File: config.mk
export PLATFORM = sky130hd
export DESIGN_NAME = efuse_macro_emu
export DESIGN_NICKNAME = d
export VERILOG_FILES = /design/src/rtl/efuse_macro_emu.sv
export SDC_FILE = /design/constraint.sdc
export NUM_CORES = 1
export LEC_CHECK = 0
export CORE_ASPECT_RATIO = 1.2
export CORE_MARGIN = 2
export CORE_UTILIZATION = 60
export DETAILED_ROUTE_END_ITERATION = 6
export PLACE_DENSITY = 0.89
export SLEW_MARGIN = 20
export SYNTH_ARGS = -nofsm -noshare
export SYNTH_HDL_FRONTEND = slang
export SYNTH_SLANG_ARGS = --single-unit
File: constraint.sdc
create_clock -name clk -period 5.9 [get_ports clk]
set_clock_uncertainty 0.1 [all_clocks]
set_input_delay 1.18 -clock clk [delete_from_list [all_inputs] [get_ports clk]]
set_output_delay 1.18 -clock clk [all_outputs]
set_load 0.1 [all_outputs]
File: src/rtl/efuse_macro_emu.sv
// Behavioural emulation of a 256-bit eFuse macro as seen by its controller.
// Reads return one byte RD_LAT cycles after the sampled aen rising edge.
// Program pulses set a single bit on the aen falling edge, but only if the
// pulse lasted at least TPGM_MIN cycles. Bits only ever go 0->1 outside reset.
// Protocol misuse is recorded in sticky error flags {addr_chg, short_pgm, overlap}.
module efuse_macro_emu #(
  parameter int           RD_LAT     = 2,
  parameter int           TPGM_MIN   = 4,
  parameter logic [255:0] INIT_VALUE = 256'h0
) (
  input  logic       clk,
  input  logic       rst,
  input  logic       efuse_pgmen_i,
  input  logic       efuse_rden_i,
  input  logic       efuse_aen_i,
  input  logic [7:0] efuse_addr_i,
  output logic [7:0] efuse_rdata_o,
  output logic [8:0] prog_cnt_o,
  output logic [2:0] err_o,
  output logic       busy_o
);

  typedef enum logic [1:0] {IDLE, READ, PGM} state_t;

  localparam logic [3:0] LAT_LAST = 4'(RD_LAT - 1);
  localparam logic [9:0] PGM_MIN  = 10'(TPGM_MIN);
  localparam logic [9:0] PLS_MAX  = 10'd1023;

  state_t       state, state_nx;
  logic [255:0] fuse;
  logic         aen_d;
  logic         rden_d;
  // Set when aen was already high at the last reset edge, so that a strobe
  // held across reset is not mistaken for a fresh rising edge.
  logic         rise_blk;
  logic [3:0]   lat_cnt;
  logic [4:0]   rd_byte;
  logic [7:0]   pgm_addr;
  logic [9:0]   pls_cnt;

  logic rise, fall, rd_req, pgm_req, both_req;
  logic rd_start, rd_done, pgm_start, pgm_end, pgm_ok;
  logic set_ovl, set_short, set_chg;

  assign rise     = efuse_aen_i & ~aen_d & ~rise_blk;
  assign fall     = ~efuse_aen_i & aen_d;
  assign rd_req   = efuse_rden_i & ~efuse_pgmen_i;
  assign pgm_req  = efuse_pgmen_i & ~efuse_rden_i;
  assign both_req = efuse_pgmen_i & efuse_rden_i;
  assign busy_o   = (state == READ) || (state == PGM);

  // Next-state decode and per-cycle action strobes.
  always_comb begin
    state_nx  = state;
    rd_start  = 1'b0;
    rd_done   = 1'b0;
    pgm_start = 1'b0;
    pgm_end   = 1'b0;
    pgm_ok    = 1'b0;
    set_ovl   = 1'b0;
    set_short = 1'b0;
    set_chg   = 1'b0;
    case (state)
      IDLE: begin
        if (rise) begin
          if (rd_req) begin
            rd_start = 1'b1;
            state_nx = READ;
          end else if (pgm_req) begin
            pgm_start = 1'b1;
            state_nx  = PGM;
          end else if (both_req) begin
            set_ovl = 1'b1;
          end
        end
      end
      READ: begin
        // A fresh read strobe wins over completing the current one.
        if (rise && rd_req) begin
          rd_start = 1'b1;
        end else begin
          if (rise && both_req) set_ovl = 1'b1;
          if (lat_cnt == LAT_LAST) begin
            rd_done  = 1'b1;
            state_nx = IDLE;
          end
        end
      end
      PGM: begin
        if (fall) begin
          pgm_end   = 1'b1;
          pgm_ok    = (pls_cnt >= PGM_MIN);
          set_short = (pls_cnt < PGM_MIN);
          state_nx  = IDLE;
        end else if (efuse_aen_i) begin
          if (efuse_addr_i != pgm_addr)   set_chg = 1'b1;
          if (efuse_rden_i && !rden_d)    set_ovl = 1'b1;
        end
      end
      default: state_nx = IDLE;
    endcase
  end

  // State register, edge detectors and sticky error flags.
  always_ff @(posedge clk) begin
    if (rst) begin
      state    <= IDLE;
      aen_d    <= 1'b0;
      rden_d   <= 1'b0;
      rise_blk <= efuse_aen_i;
      err_o    <= 3'b000;
    end else begin
      state    <= state_nx;
      aen_d    <= efuse_aen_i;
      rden_d   <= efuse_rden_i;
      rise_blk <= 1'b0;
      err_o    <= err_o | {set_chg, set_short, set_ovl};
    end
  end

  // Read path: latch byte index, count latency, load the output byte.
  always_ff @(posedge clk) begin
    if (rst) begin
      lat_cnt       <= 4'd0;
      rd_byte       <= 5'd0;
      efuse_rdata_o <= 8'h00;
    end else begin
      if (rd_start) begin
        rd_byte <= efuse_addr_i[4:0];
        lat_cnt <= 4'd0;
      end else if (state == READ) begin
        lat_cnt <= lat_cnt + 4'd1;
      end
      if (rd_done) efuse_rdata_o <= fuse[{rd_byte, 3'b000} +: 8];
    end
  end

  // Program path: pulse width counter, one-way bit set, newly-set counter.
  always_ff @(posedge clk) begin
    if (rst) begin
      fuse       <= INIT_VALUE;
      pgm_addr   <= 8'd0;
      pls_cnt    <= 10'd0;
      prog_cnt_o <= 9'd0;
    end else begin
      if (pgm_start) begin
        pgm_addr <= efuse_addr_i;
        pls_cnt  <= 10'd1;
      end else if (state == PGM && efuse_aen_i && pls_cnt != PLS_MAX) begin
        pls_cnt <= pls_cnt + 10'd1;
      end
      if (pgm_end && pgm_ok) begin
        fuse[pgm_addr] <= 1'b1;
        if (!fuse[pgm_addr]) prog_cnt_o <= prog_cnt_o + 9'd1;
      end
    end
  end

endmodule

==> Yosys cells after proc, flatten, opt, wreduce, memory -nomap -nowiden <==
Cells that the tools add are included.
{ "word_totals": {"ff_bits": 308, "inputBits": 13} }
{ "op_classes": {"n_addsub": 3, "order_cmp": 4, "n_eq_ne": 10, "shifts": 1, "mux": 44, "bitwise_logic": 14, "n_reduce_logical": 15} }
{ "ops": {"columns": ["op", "n"], "rows": [
  ["$or 256x256->256", 1],
  ["$shiftx 256x9->8", 1],
  ["$mux 1", 33],
  ["$mux 2", 6],
  ["$add 10x1->10 const B", 1],
  ["$ge 10x3->1 const B", 1],
  ["$lt 10x3->1 const B", 1],
  ["$ne 10x10->1 const B", 1],
  ["$add 9x1->9 const B", 1],
  ["$lt 8x9->1 const B", 1],
  ["$bmux 1 s8", 1],
  ["$demux 1 s8", 1],
  ["$ge 8x1->1 const B", 1],
  ["$ne 8x8->1", 1],
  ["$logic_and 1x1->1", 7],
  ["$and 1x1->1", 6],
  ["$ne 2x2->1 const B", 3],
  ["$not 1->1", 6],
  ["$pmux 2 s3", 1],
  ["$reduce_and 5->1", 1],
  ["$add 4x1->4 const B", 1],
  ["$eq 4x1->1 const B", 1],
  ["$reduce_or 2->1", 2],
  ["$ne 3x3->1 const B", 1],
  ["other kinds (11)", 11]
]} }

==> Longest topological paths before layout <==
Gate-level depths: netlist of the first run.
{ "depth": {"ltp_word": 8, "depth_mapped": 12, "depth_no_buf": 10} }

==> Worst setup path after synthesis of the first run <==
OpenSTA, ideal clock, no wires.
{ "synth_path": {"kind": "reg-to-reg", "startpoint": "register pgm_addr[1]", "endpoint": "register prog_cnt_o[4]", "setup_time_ns": 0.123, "arrival_ns": 2.837, "required_ns": 5.677, "slack_ns": 2.839, "path_stages_with_launch": 13, "period_less_slack_ns": 3.061, "path_cell_list": "dfxtp_1 -> buf_6 -> buf_6 -> buf_2 -> buf_2 -> mux4_2 -> mux2i_1 -> nor4_1 -> a2111oi_4 -> o211ai_2 -> a21oi_4 -> nand4_1 -> mux2_1"} }
{ "synth_between": {"elab_chain_cells": 4} }
{ "synth_lines": {"columns": ["item", "line_no", "text"], "rows": [
  ["from (decl)", "38", "logic [7:0] pgm_addr;"],
  ["from (signal assigned)", "147", "pgm_addr <= efuse_addr_i;"],
  ["$bmux 1 s8", "154", "if (!fuse[pgm_addr]) prog_cnt_o <= prog_cnt_o + 9'd1;"],
  ["$mux 1 (implied by the code)", "154", null],
  ["$not 1->1 (no source line)", null, null],
  ["$reduce_and 2->1 (no source line)", null, null],
  ["to (signal assigned)", "154", null],
  ["to (decl)", "18", "output logic [8:0] prog_cnt_o,"]
]} }
No other way between the ends. The select of a mux whose other input is x is not followed.
A chain may end at the register's enable or synchronous reset.

==> Final worst setup path of the first run <==
{ "layout_path": {"startpoint": "register pgm_addr[0]", "endpoint": "register prog_cnt_o[7]"} }
Same word-level chain as after synthesis.

==> results.md, run 1 <==
- The number of setup violations in the final report is 0.
- Timing analysis after detailed placement gives a worst setup slack of between 1.5 and 2 ns.
- The cell area that synthesis handed to floorplanning was about 14,000 µm².
- met2 is the most crowded layer.
- The endpoint of the worst hold path is fuse[48].
- The sort of element at the end of the critical path is a flop.
- The worst setup path is of the flop to flop kind.
- The final instance count without filler cells is roughly 1,800.
- The global routing usage on met2 is 0.545.
- The share of synthesized area in the top cell type comes to 0.429.
- Counting along the longest clock path gives a buffer depth of 3.
- Before antenna repair, the detailed router went through 7 iterations.
- For this run, the share of the core covered by cells in the final layout is 0.677.
- Ranked by total cell area, the synthesized netlist is headed by dfxtp_1 43%, mux4_2 23%, a21oi_1 9.4%, nor2_1 9.1%, clkbuf_1 2.4%.
- The global-route met1 utilization is 0.386.
- The number of antenna violations at the first check in global routing is 0.
- The cell depth of the worst hold path is 2.
- The number of maximum-capacitance constraint violations is 0.
- The via count of the first global-routing pass came to around 12,000.
- After technology mapping, the gate count stands at ~1,400.
- The buffer count from post-CTS setup fixing is 0.
- The number of CTS-inserted buffers is 30.
- The routability congestion estimate from global placement is 0.896.
- Headroom to the max-slew limit came out at 0.219.
- The kind of start point of the critical path is a flop.
- For this block, the initial DRC count from the detailed router was 2,033.
- After clock tree synthesis, the clock-pin slew on the worst setup and hold paths is 0.07 ns.
- The total half-perimeter wirelength after legalization and detailed placement is 25.9 mm.
- The share of the Yosys chip area taken by registers is 0.429.
- For this run, design rule violations remaining after detail routing come to 2.
- The region available for standard cell placement spans ~24,000 µm².
- The maximum number of pins on one net before global-route repair is 157.
- The post-cts hold buffer count is 0.
- The data required time of the critical path is 6.25 ns.
- The area growth from synthesis to layout is 11.7%.
- In the global route stage, met3 resource usage came out at 0.0758.
- In this run the most critical hold path is launched from fuse[48].
- Leaving out fill and tap cells, the most frequent cell in the layout is nor2_1.
- The count of nets left with antenna violations once routing finished came out at 0.
- The data arrival time of the critical path is between 4 and 5 ns.
- The mean instance size in the synthesized netlist is around 10 µm².
- After clock tree synthesis, the repair step resized 0 gates.
- The synthesized design spends more area on one cell type than any other, namely dfxtp_1.
- Based on the critical path, the design can be clocked at up to 247 MHz.
- Of all nets on the critical path, the largest fanout is 35.
- The path category of the worst min-delay check is flop to flop.
- The power density over the cells is 273 nW/µm².
- At the pin with the least slew margin, the transition time is ~1.2 ns.
- In this run the static leakage power is about 5.6 nW.
- In this run, synthesis inferred 0 flip-flops with an integrated enable.
- For the final routed database, the setup TNS stands at 0 ns.
- The share of async-settable or async-resettable flops after synthesis is 0.
- The number of cells on the worst reg-to-reg path is 9.
- The fraction of layout instances using a drive strength above 1 is 0.181.
- Dividing the final minimum period by the clock period gives 0.687.
- The number of max-slew violations in the final report is 0.
- The later-pin clock latency in the skew report is just under 0.6 ns.
- The total power is 4.38 mW.
- The number of inserted filler cells in the final layout is between 1,500 and 2,000.
- CTS built an H-tree with a depth of 1.
- The total detailed-routing wirelength is between 40 and 50 mm.
- The chip width is roughly 150 µm.
- The reg-to-reg critical path endpoint is prog_cnt_o[7].
- The number of register bits inferred by synthesis is around 300.
- The CTS tree is built.
- The area of the die is about 25,000 µm².
- For this configuration, the core starts out at a cell density of 0.606.
- For flop-to-flop paths, the worst setup slack is approximately 1.8 ns.
- The instance count after placement with tap cells included is roughly 1,700.
- The ratio of routed vias to standard cells is ~7.0.
- The floorplan has 62 rows.
- The net count after synthesis is approximately 1,500.
- The run finished, with violations left.
- The Yosys step of the flow raised 0 warnings.
- The clock root buffer master is clkbuf_16.
- In the final routed layout, each cell accounts on average for approximately 24 µm.
- Setup repair after global routing left no endpoint under its margin.
- The global routing usage summed across all routing layers is 0.334.
- The most used flip-flop cell after synthesis is dfxtp_1.
- IR analysis of the VDD net gives a maximum drop of approximately 0.27 mV.
- Detailed routing inserted a total of about 12,000 vias.
- The first-pass GRT wire length is about 67 mm.
- 0 antenna diodes ended up in the layout.
- The smallest setup slack after layout is 1.85 ns.
- The die height is roughly 170 µm.
- The CTS sink count is about 300.
- Buffers placed on the I/O ports in this run total 33.
- Counting distinct cell types in the post-synthesis netlist gives 50.
- The clock period could shrink to 4.05 ns.
- The net count of the finished layout is 1,441.
- The top cell types in the final layout, fill and taps aside, are 340 x nor2_1, 303 x dfxtp_1, 271 x a21oi_1.
- The number of endpoints with negative hold slack in the final report is 0.
- The overall overflow remaining after global route is 0.
- The worst register-to-register path begins at pgm_addr[0].
- 34 I/O pins were placed.
- The checks that failed: DRC.
-- power by group --
part / internal (mW) / switching [mW] / total, mW
clock: 1.28 / 0.840 / 2.12
sequential: 2.08 / 0.0233 / 2.11
combinational: 0.0523 / 0.108 / 0.160
total: 3.41 / 0.971 / 4.38
-- through the flow --
step	hold slack, ns	area [µm²]
after floorplan	0.348	14400
after CTS	0.388	16000
final	0.386	16100
after detailed placement	0.368	14900
after global routing	0.410	16100
after global placement	0.354	14900
-- cell usage after synthesis, drive strengths merged, types with 12 or more instances --
master / number
buf: 27
mux2i: 32
nor3: 21
nand3: 14
nand2: 22
nor2b: 13
dfxtp: 308
a21oi: 272
clkbuf: 93
xor2: 15
nor2: 347
ha: 12
mux4: 145
inv: 13
-- cells by family after synthesis --
logic type / synth area share
AND/OR/NAND/NOR: 0.134
flip-flops: 0.429
XOR/XNOR: 0.0128
multiplexers: 0.256
AO/OA/AOI/OAI: 0.120
buffers and inverters: 0.0382
adder cells (fa/ha/maj): 0.0104
-- worst max-delay path, cell delays in order, from the launching register on --
cell,delay (ns)
dfxtp_2,1.04
buf_4,0.37
mux4_2,0.53
mux2i_1,0.39
nor4_1,0.14
a2111oi_4,0.36
o211ai_2,0.18
a21oi_4,0.30
nand4_1,0.16
mux2_1,0.32
-- state kept, by name, summed over array words and instances (netlist names), 2 cells and up --
name	flops
fuse	256
pls_cnt	10
prog_cnt_o	9
efuse_rdata_o	8
pgm_addr	8
rd_byte	5
lat_cnt	4
err_o	3
state	2
-- per-layer routing --
| layer | vias up | wire [µm] |
|---|---|---|
| li1 | 5140 | - |
| met1 | 5749 | 13800 |
| met2 | 1086 | 20000 |
| met3 | 352 | 5170 |
| met4 | 0 | 3800 |
| met5 | - | 0 |
-- how the worst max path moves through the flow --
stage,start,endpoint,slack (ns),depth (start not counted)
floorplan,pgm_addr[1],prog_cnt_o[4],2.84,12
global placement,efuse_aen_i,fuse[173],1.94,7
detailed placement,efuse_aen_i,fuse[94],1.83,7
CTS,pgm_addr[1],prog_cnt_o[4],1.86,8
global route,pgm_addr[1],prog_cnt_o[7],1.67,9
finish,pgm_addr[0],prog_cnt_o[7],1.85,9
-- layout make-up --
cell class,instances,area [µm²],area share
clock buffer,43,901,0.0561
clock inverter,13,199,0.0124
inverter,13,48.8,0.00304
multi-input combinational,995,7730,0.481
sequential,308,6180,0.384
tap,320,400,0.0249
timing repair buffer,68,609,0.0379
(Power assumes the default switching activity.)
==> inputs of run 2 (changes only) <==
==> constraint.sdc (replaced) <==
create_clock -name clk -period 3.78 [get_ports clk]
set_clock_uncertainty 0.1 [all_clocks]
set_input_delay 0.756 -clock clk [delete_from_list [all_inputs] [get_ports clk]]
set_output_delay 0.756 -clock clk [all_outputs]
set_load 0.1 [all_outputs]
==> run 2 against run 1 <==
The flow still finishes with violations (DRC). Sequential share of layout area is 0.55 points lower. Power rose by 54%. Combinational power is 69% higher. Core utilization increased by 0.98 points. Sequential power is 55% higher. Die area did not move. Wire length decreased by 2.3%. Final cell count grew 1.7%. Clock power up 51%. Register-to-register slack worse by 1.5 ns. Critical path type unchanged.
==> results.md, run 2 (synthesis gave the netlist of run 1 again) <==
- Result of the run: finished, violations left (unchanged).
- Violated checks: DRC (unchanged).
- The global routing usage summed across all routing layers came to 0.329 (was 0.334).
- The maximum number of pins on one net before global-route repair was 174 (was 157).
- The maximum achievable frequency is 291 MHz (was 247 MHz).
- The post-cts resize count came to 0 (unchanged).
- The post-detailed-route wirelength per cell was 23.4 µm (was 24.3 µm).
- The kind of start point of the critical path is a flop (unchanged).
- The post-cts hold buffer count came to 0 (unchanged).
- Leading cell types in the layout, fill and taps excluded: 347 x nor2_1, 303 x dfxtp_1, 271 x a21oi_1 (was 340 x nor2_1, 303 x dfxtp_1, 271 x a21oi_1).
- The number of top-level pins is 34 (unchanged).
- The period utilization is 0.910 (was 0.687).
- The data arrival time of the critical path came to 3.78 ns (was 4.41 ns).
- The minimum hold slack came to 0.387 ns (was 0.386 ns).
- The CTS sink count was 308 (unchanged).
- The power density over the cells is 414 nW/µm² (was 273 nW/µm²).
- The first-pass GRT wire length is 66.1 mm (was 66.9 mm).
- The path category of the worst min-delay check is flop to flop (unchanged).
- The row count is 62 (unchanged).
- The maximum level of the CTS H-tree is 1 (unchanged).
- The fraction of layout instances using a drive strength above 1 is 0.194 (was 0.181).
- The number of flip-flops under the largest register name was 256 (unchanged).
- The setup total negative slack is 0 ns (unchanged).
- The sort of element at the end of the critical path is a flop (unchanged).
- The footprint of the multi-input gates is 7700 µm² (was 7730 µm²).
- The number of endpoints with negative hold slack in the final report is 0 (unchanged).
- The ratio of routed vias to standard cells is 6.89 (was 7.00).
- The maximum clock path buffer count is 3 (unchanged).
- The number of DRC violations after detailed routing is 15 (was 2).
- The count of nets left with antenna violations after detail routing came to 0 (unchanged).
- The net count of the finished layout is 1,472 (was 1,441).
- The kind of critical path was flop to flop (unchanged).
- The die height is 174 µm (unchanged).
- The number of search-and-repair iterations in the first detailed-routing pass is 7 (unchanged).
- The number of CTS-inserted buffers was 29 (was 30).
- The leakage power figure is 5.78 nW (was 5.60 nW).
- The chip width is 145 µm (unchanged).
- The number of setup violations in the final report is 0 (unchanged).
- The number of buffer cells added on primary ports is 33 (unchanged).
- The data required time of the critical path was 4.12 ns (was 6.25 ns).
- The CTS tree is built (unchanged).
- The later-pin clock latency in the skew report came to 0.57 ns (was 0.58 ns).
- The initial core utilization came to 0.606 (unchanged).
- The shortest clock period the worst path allows after layout came to 3.44 ns (was 4.05 ns).
- The largest driver fanout on the critical path is 19 (was 35).
- The total detailed-routing wirelength was 41.9 mm (was 42.8 mm).
- Largest registers: fuse (256), pls_cnt (10), prog_cnt_o (9) (unchanged).
- The headroom to the max-slew limit is 0.235 (was 0.219).
- The via count of the first global-routing pass was 12,400 (about the same).
- The number of inserted filler cells in the final layout is 1,546 (was 1,593).
- The number of max-slew violations in the final report is 0 (unchanged).
- The vias after detailed routing is 12,300 (about the same).
- Unrepaired setup endpoints after global routing: false (unchanged).
- The number of DRC markers after the initial detailed-route iteration is 1,738 (was 2,033).
- The most flop-heavy register is fuse (unchanged).
- The area of the die was 25,200 µm² (unchanged).
- The total half-perimeter wirelength after legalization and detailed placement came to 26.9 mm (was 25.9 mm).
- The most frequent standard cell in the layout excluding fill and tap cells is nor2_1 (unchanged).
- The clock-pin slew of the registers on the worst-case setup and hold paths is 0.07 ns (about the same).
- The flip-flop and latch area is 6180 µm² (unchanged).
- The buffer count from post-CTS setup fixing was 0 (unchanged).
- The number of maximum-capacitance constraint violations was 0 (unchanged).
- The area growth from synthesis to layout came to 13.3% (was 11.7%).
- The routability congestion estimate from global placement was 0.987 (was 0.896).
- The clock root buffer master is clkbuf_16 (unchanged).
- The worst voltage drop across the vdd grid is 0.373 mV (was 0.267 mV).
- The overall overflow remaining after global route is 0 (unchanged).
- The number of antenna violations at the first check in global routing was 0 (unchanged).
- The area of the core is 23,700 µm² (unchanged).
- The number of antenna diodes is 0 (unchanged).
- The transition time at the pin with the least slew margin came to 1.15 ns (was 1.16 ns).
-- run 2: cell types whose count changed in the layout (fill, tap and decap cells not counted), moves of 2 or more --
cell and delta:
buf_4 +28, nor2_1 +7, nor2_2 -7, buf_12 +5
clkbuf_16 -2, clkbuf_8 -2, clkinv_2 +2
-- run 2: final timing paths --
check / start / to / slack [ns] / depth (start not counted)
worst min-delay path: fuse[94] / fuse[94] / 0.39 / 2
worst min register to register: fuse[94] / fuse[94] / 0.39 / 2
worst max-delay path: pgm_addr[0] / prog_cnt_o[7] / 0.34 / 9
worst max register to register: pgm_addr[0] / prog_cnt_o[7] / 0.34 / 9
-- run 2: routing by layer --
layer  track usage  wire length, µm  part of all wire
met1         0.384            14000              0.34
met2         0.532            19600              0.47
met3        0.0774             4660              0.11
met4         0.242             3590             0.086
met5             0                0                 0
-- run 2: power breakdown --
group / total [mW] / switching, mW / internal [mW] / leakage (nW)
Sequential: 3.28 / 0.0291 / 3.25 / 2.48
Combinational: 0.270 / 0.177 / 0.0922 / 2.77
Clock: 3.20 / 1.27 / 1.93 / 0.525
Total: 6.76 / 1.48 / 5.28 / 5.78
-- run 2: final cells by class --
class / instances / share of cell area
well taps: 320 / 0.0246
multi-input cells: 995 / 0.473
inverters: 13 / 0.00299
flip-flops and latches: 308 / 0.379
repair buffers: 100 / 0.0558
clock inverters: 16 / 0.0147
clock buffers: 38 / 0.0503
-- run 2: stage by stage --
stage	setup slack [ns]	power, mW	instances	instance area, µm²	util
after floorplan	0.719	3.53	1436	14400	-
after global routing	0.180	6.92	1790	16300	0.687
after CTS	0.432	6.76	1790	16300	0.686
after detailed placement	0.489	3.61	1736	15200	0.642
final	0.339	6.76	1790	16300	0.687
after global placement	0.510	3.61	1736	15200	0.642
-- run 2: critical path, cell delays in order (launching register included) --
cell and delay, ns:
dfxtp_2 0.62, buf_4 0.37, nand2_1 0.31, o22ai_1 0.26
o21ai_0 0.13, a211o_1 0.32, a211o_1 0.39, a21oi_4 0.32
nand4_1 0.15, mux2_1 0.32
==> inputs of run 3 (changes only) <==
==> constraint.sdc (replaced) <==
create_clock -name clk -period 3.78 [get_ports clk]
set_clock_uncertainty 0.1 [all_clocks]
set_input_delay 0.756 -clock clk [delete_from_list [all_inputs] [get_ports clk]]
set_output_delay 0.756 -clock clk [all_outputs]
set_load 0.005 [all_outputs]
==> run 3 against run 2 <==
Global-route usage is 1.1 points higher. Sequential share of layout area barely moved. Wire length is 3.9% higher. Clock power down 2%. Fmax fell by 3.2%. The flow still finishes with violations (DRC). Combinational power decreased by 5%. Flip-flop and latch count unchanged. Worst hold slack got worse by 0.0016 ns.
==> results.md, run 3 (synthesis gave the netlist of run 1 again) <==
- The most frequent standard cell in the layout excluding fill and tap cells is nor2_1 (unchanged).
- The kind of critical path is flop to flop (unchanged).
- The final instance area was 16,300 µm² (about the same).
- The ratio of routed vias to standard cells is 6.98 (was 6.89).
- The number of DRC violations after detailed routing is 1 (was 15).
- The largest driver fanout on the critical path was 19 (unchanged).
- The largest stage delay on the critical path is 0.62 ns (about the same).
- The kind of start point of the critical path is a flop (unchanged).
- The number of setup violations in the final report was 0 (unchanged).
- The sum of buffers and inverters on the critical path was 1 (unchanged).
- The startpoint of the worst register-to-register path is pgm_addr[0] (unchanged).
- The start point of the critical path is pgm_addr[0] (unchanged).
- The reg-to-reg critical path endpoint is prog_cnt_o[4] (was prog_cnt_o[7]).
- The clock root buffer master is clkbuf_16 (unchanged).
- Violated checks: DRC (unchanged).
- The vias after detailed routing is 12,500 (was 12,300).
- The die height is 174 µm (unchanged).
- The final instance count without filler cells is 1,792 (was 1,790).
- The data required time of the critical path came to 4.13 ns (was 4.12 ns).
- The number of endpoints with negative hold slack in the final report is 0 (unchanged).
- The slack of the worst reg-to-reg path is 0.22 ns (was 0.34 ns).
- The maximum achievable frequency is 281 MHz (was 291 MHz).
- The chip width is 145 µm (unchanged).
- The CTS sink count came to 308 (unchanged).
- The first-pass GRT wire length was 68.0 mm (was 66.1 mm).
- The number of inserted filler cells in the final layout is 1,587 (was 1,546).
- The total half-perimeter wirelength after legalization and detailed placement is 27.2 mm (was 26.9 mm).
- The clock-pin slew of the registers on the worst-case setup and hold paths came to 0.07 ns (about the same).
- The area growth from synthesis to layout is 13.2% (was 13.3%).
- Result of the run: finished, violations left (unchanged).
- The power density over the cells is 410 nW/µm² (was 414 nW/µm²).
- The number of top-level pins came to 34 (unchanged).
- The row count is 62 (unchanged).
- The number of maximum-capacitance constraint violations was 0 (unchanged).
- The number of max-slew violations in the final report is 0 (unchanged).
- The leakage power figure is 5.76 nW (was 5.78 nW).
- The most flop-heavy register is fuse (unchanged).
- The via count of the first global-routing pass is 12,700 (was 12,400).
- The data arrival time of the critical path is 3.90 ns (was 3.78 ns).
- The number of buffer cells added on primary ports is 33 (unchanged).
- The instance count after placement with tap cells included is 1,738 (was 1,736).
- The transition time at the pin with the least slew margin is 1.06 ns (was 1.15 ns).
- The overall overflow remaining after global route was 0 (unchanged).
- The cell family contributing the most delay on the critical path is compound AO/OA/AOI/OAI gates (unchanged).
- The cell depth of the worst setup path is 9 (unchanged).
- The number of search-and-repair iterations in the first detailed-routing pass was 7 (unchanged).
- The critical path's slowest cell is dfxtp_2 (unchanged).
- The area of the core is 23,700 µm² (unchanged).
- The part of the total power dissipated in combinational logic came to 0.038 (was 0.040).
- The count of nets left with antenna violations after detail routing is 0 (unchanged).
- Leading cell types in the layout, fill and taps excluded: 346 x nor2_1, 303 x dfxtp_1, 271 x a21oi_1 (was 347 x nor2_1, 303 x dfxtp_1, 271 x a21oi_1).
- The path category of the worst min-delay check is flop to flop (unchanged).
- The shortest clock period the worst path allows after layout is 3.56 ns (was 3.44 ns).
- The number of DRC markers after the initial detailed-route iteration came to 2,106 (was 1,738).
- The maximum clock path buffer count was 3 (unchanged).
- The period utilization is 0.941 (was 0.910).
- The net count of the finished layout is 1,475 (was 1,472).
- The core occupancy in the finished layout is 0.686 (was 0.687).
- The number of antenna violations at the first check in global routing was 0 (unchanged).
- The proportion of total power due to net switching is 0.222 (was 0.218).
- The initial core utilization came to 0.606 (unchanged).
- The post-detailed-route wirelength per cell is 24.3 µm (was 23.4 µm).
- The number of flip-flops under the largest register name is 256 (unchanged).
- The area of the die is 25,200 µm² (unchanged).
- The share of total power in the clock network is 0.469 (was 0.474).
- The maximum number of pins on one net before global-route repair is 118 (was 174).
- The global routing usage summed across all routing layers was 0.339 (was 0.329).
- The placed cell area was 15,200 µm² (about the same).
- Unrepaired setup endpoints after global routing: false (unchanged).
- The net switching power is 1.48 mW (about the same).
- The later-pin clock latency in the skew report is 0.57 ns (about the same).
- Largest registers: fuse (256), pls_cnt (10), prog_cnt_o (9) (unchanged).
- The post-cts resize count is 0 (unchanged).
- The headroom to the max-slew limit is 0.293 (was 0.235).
- Cell chain of the critical path: buf_4 > mux4_2 > a22oi_1 > a31oi_1 > o32ai_1 > o211ai_2 > a21oi_4 > nand4_1 > mux2_1 (was buf_4 > nand2_1 > o22ai_1 > o21ai_0 > a211o_1 > a211o_1 > a21oi_4 > nand4_1 > mux2_1).
- The number of antenna diodes is 0 (unchanged).
- The minimum hold slack is 0.385 ns (was 0.387 ns).
- The number of CTS-inserted buffers is 30 (was 29).
- The fraction of layout instances using a drive strength above 1 is 0.195 (was 0.194).
- The sort of element at the end of the critical path was a flop (unchanged).
- The worst voltage drop across the vdd grid is 0.435 mV (was 0.373 mV).
- The cell-internal power was 5.19 mW (was 5.28 mW).
- The maximum level of the CTS H-tree is 1 (unchanged).
- The share of total power in sequential cells is 0.492 (was 0.486).
- The setup total negative slack was 0 ns (unchanged).
- The number of cells on the worst reg-to-reg path came to 9 (unchanged).
- The post-cts hold buffer count was 0 (unchanged).
- The routability congestion estimate from global placement is 0.990 (was 0.987).
- The end point of the critical path is prog_cnt_o[4] (was prog_cnt_o[7]).
- The total detailed-routing wirelength came to 43.5 mm (was 41.9 mm).
- The CTS tree is built (unchanged).
- The buffer count from post-CTS setup fixing is 0 (unchanged).
run 3: tightest hold or removal path: stages, from the launching register on:
cell and delay (ns):
dfxtp_1 0.32, a21oi_1 0.06, nor2_1 0.07
run 3: power by group through the flow:
stage / Sequential (mW) / Combinational, mW / Clock [mW]
3_3_place_gp: 3.35 / 0.238 / 0
6_report: 3.28 / 0.256 / 3.13
5_1_grt: 3.28 / 0.268 / 3.28
3_5_place_dp: 3.35 / 0.243 / 0
2_1_floorplan: 3.33 / 0.180 / 0
4_1_cts: 3.28 / 0.247 / 3.13
run 3: layout make-up:
cell class / count / area [µm²] / area share
Clock inverter: 15 / 194 / 0.0119
Inverter: 13 / 48.8 / 0.00300
Sequential cell: 308 / 6180 / 0.379
Timing Repair Buffer: 102 / 915 / 0.0562
Multi-Input combinational cell: 995 / 7700 / 0.473
Clock buffer: 39 / 845 / 0.0519
Tap cell: 320 / 400 / 0.0246
run 3: worst min-delay path by stage:
stage	startpoint	end	slack [ns]	cells after the start
3_5_place_dp	err_o[1]	err_o[1]	0.37	2
6_report	efuse_rdata_o[6]	efuse_rdata_o[6]	0.39	2
2_1_floorplan	fuse[146]	fuse[146]	0.35	2
4_1_cts	efuse_rdata_o[6]	efuse_rdata_o[6]	0.39	2
3_3_place_gp	err_o[0]	err_o[0]	0.36	2
5_1_grt	fuse[110]	fuse[110]	0.42	2
run 3: metrics by stage:
step           setup WS, ns  total power, mW
2_1_floorplan         0.763             3.51
3_3_place_gp          0.513             3.59
3_5_place_dp          0.419             3.60
4_1_cts               0.387             6.65
5_1_grt               0.110             6.83
6_report              0.225             6.67
run 3: metal layers:
| layer | share of wire | track usage | vias up |
|---|---|---|---|
| met2 | 0.47 | 0.561 | 1076 |
| met3 | 0.13 | 0.0850 | 349 |
| met1 | 0.32 | 0.395 | 5882 |
| met4 | 0.084 | 0.219 | 0 |
| li1 | - | - | 5210 |
| met5 | 0 | 0 | - |
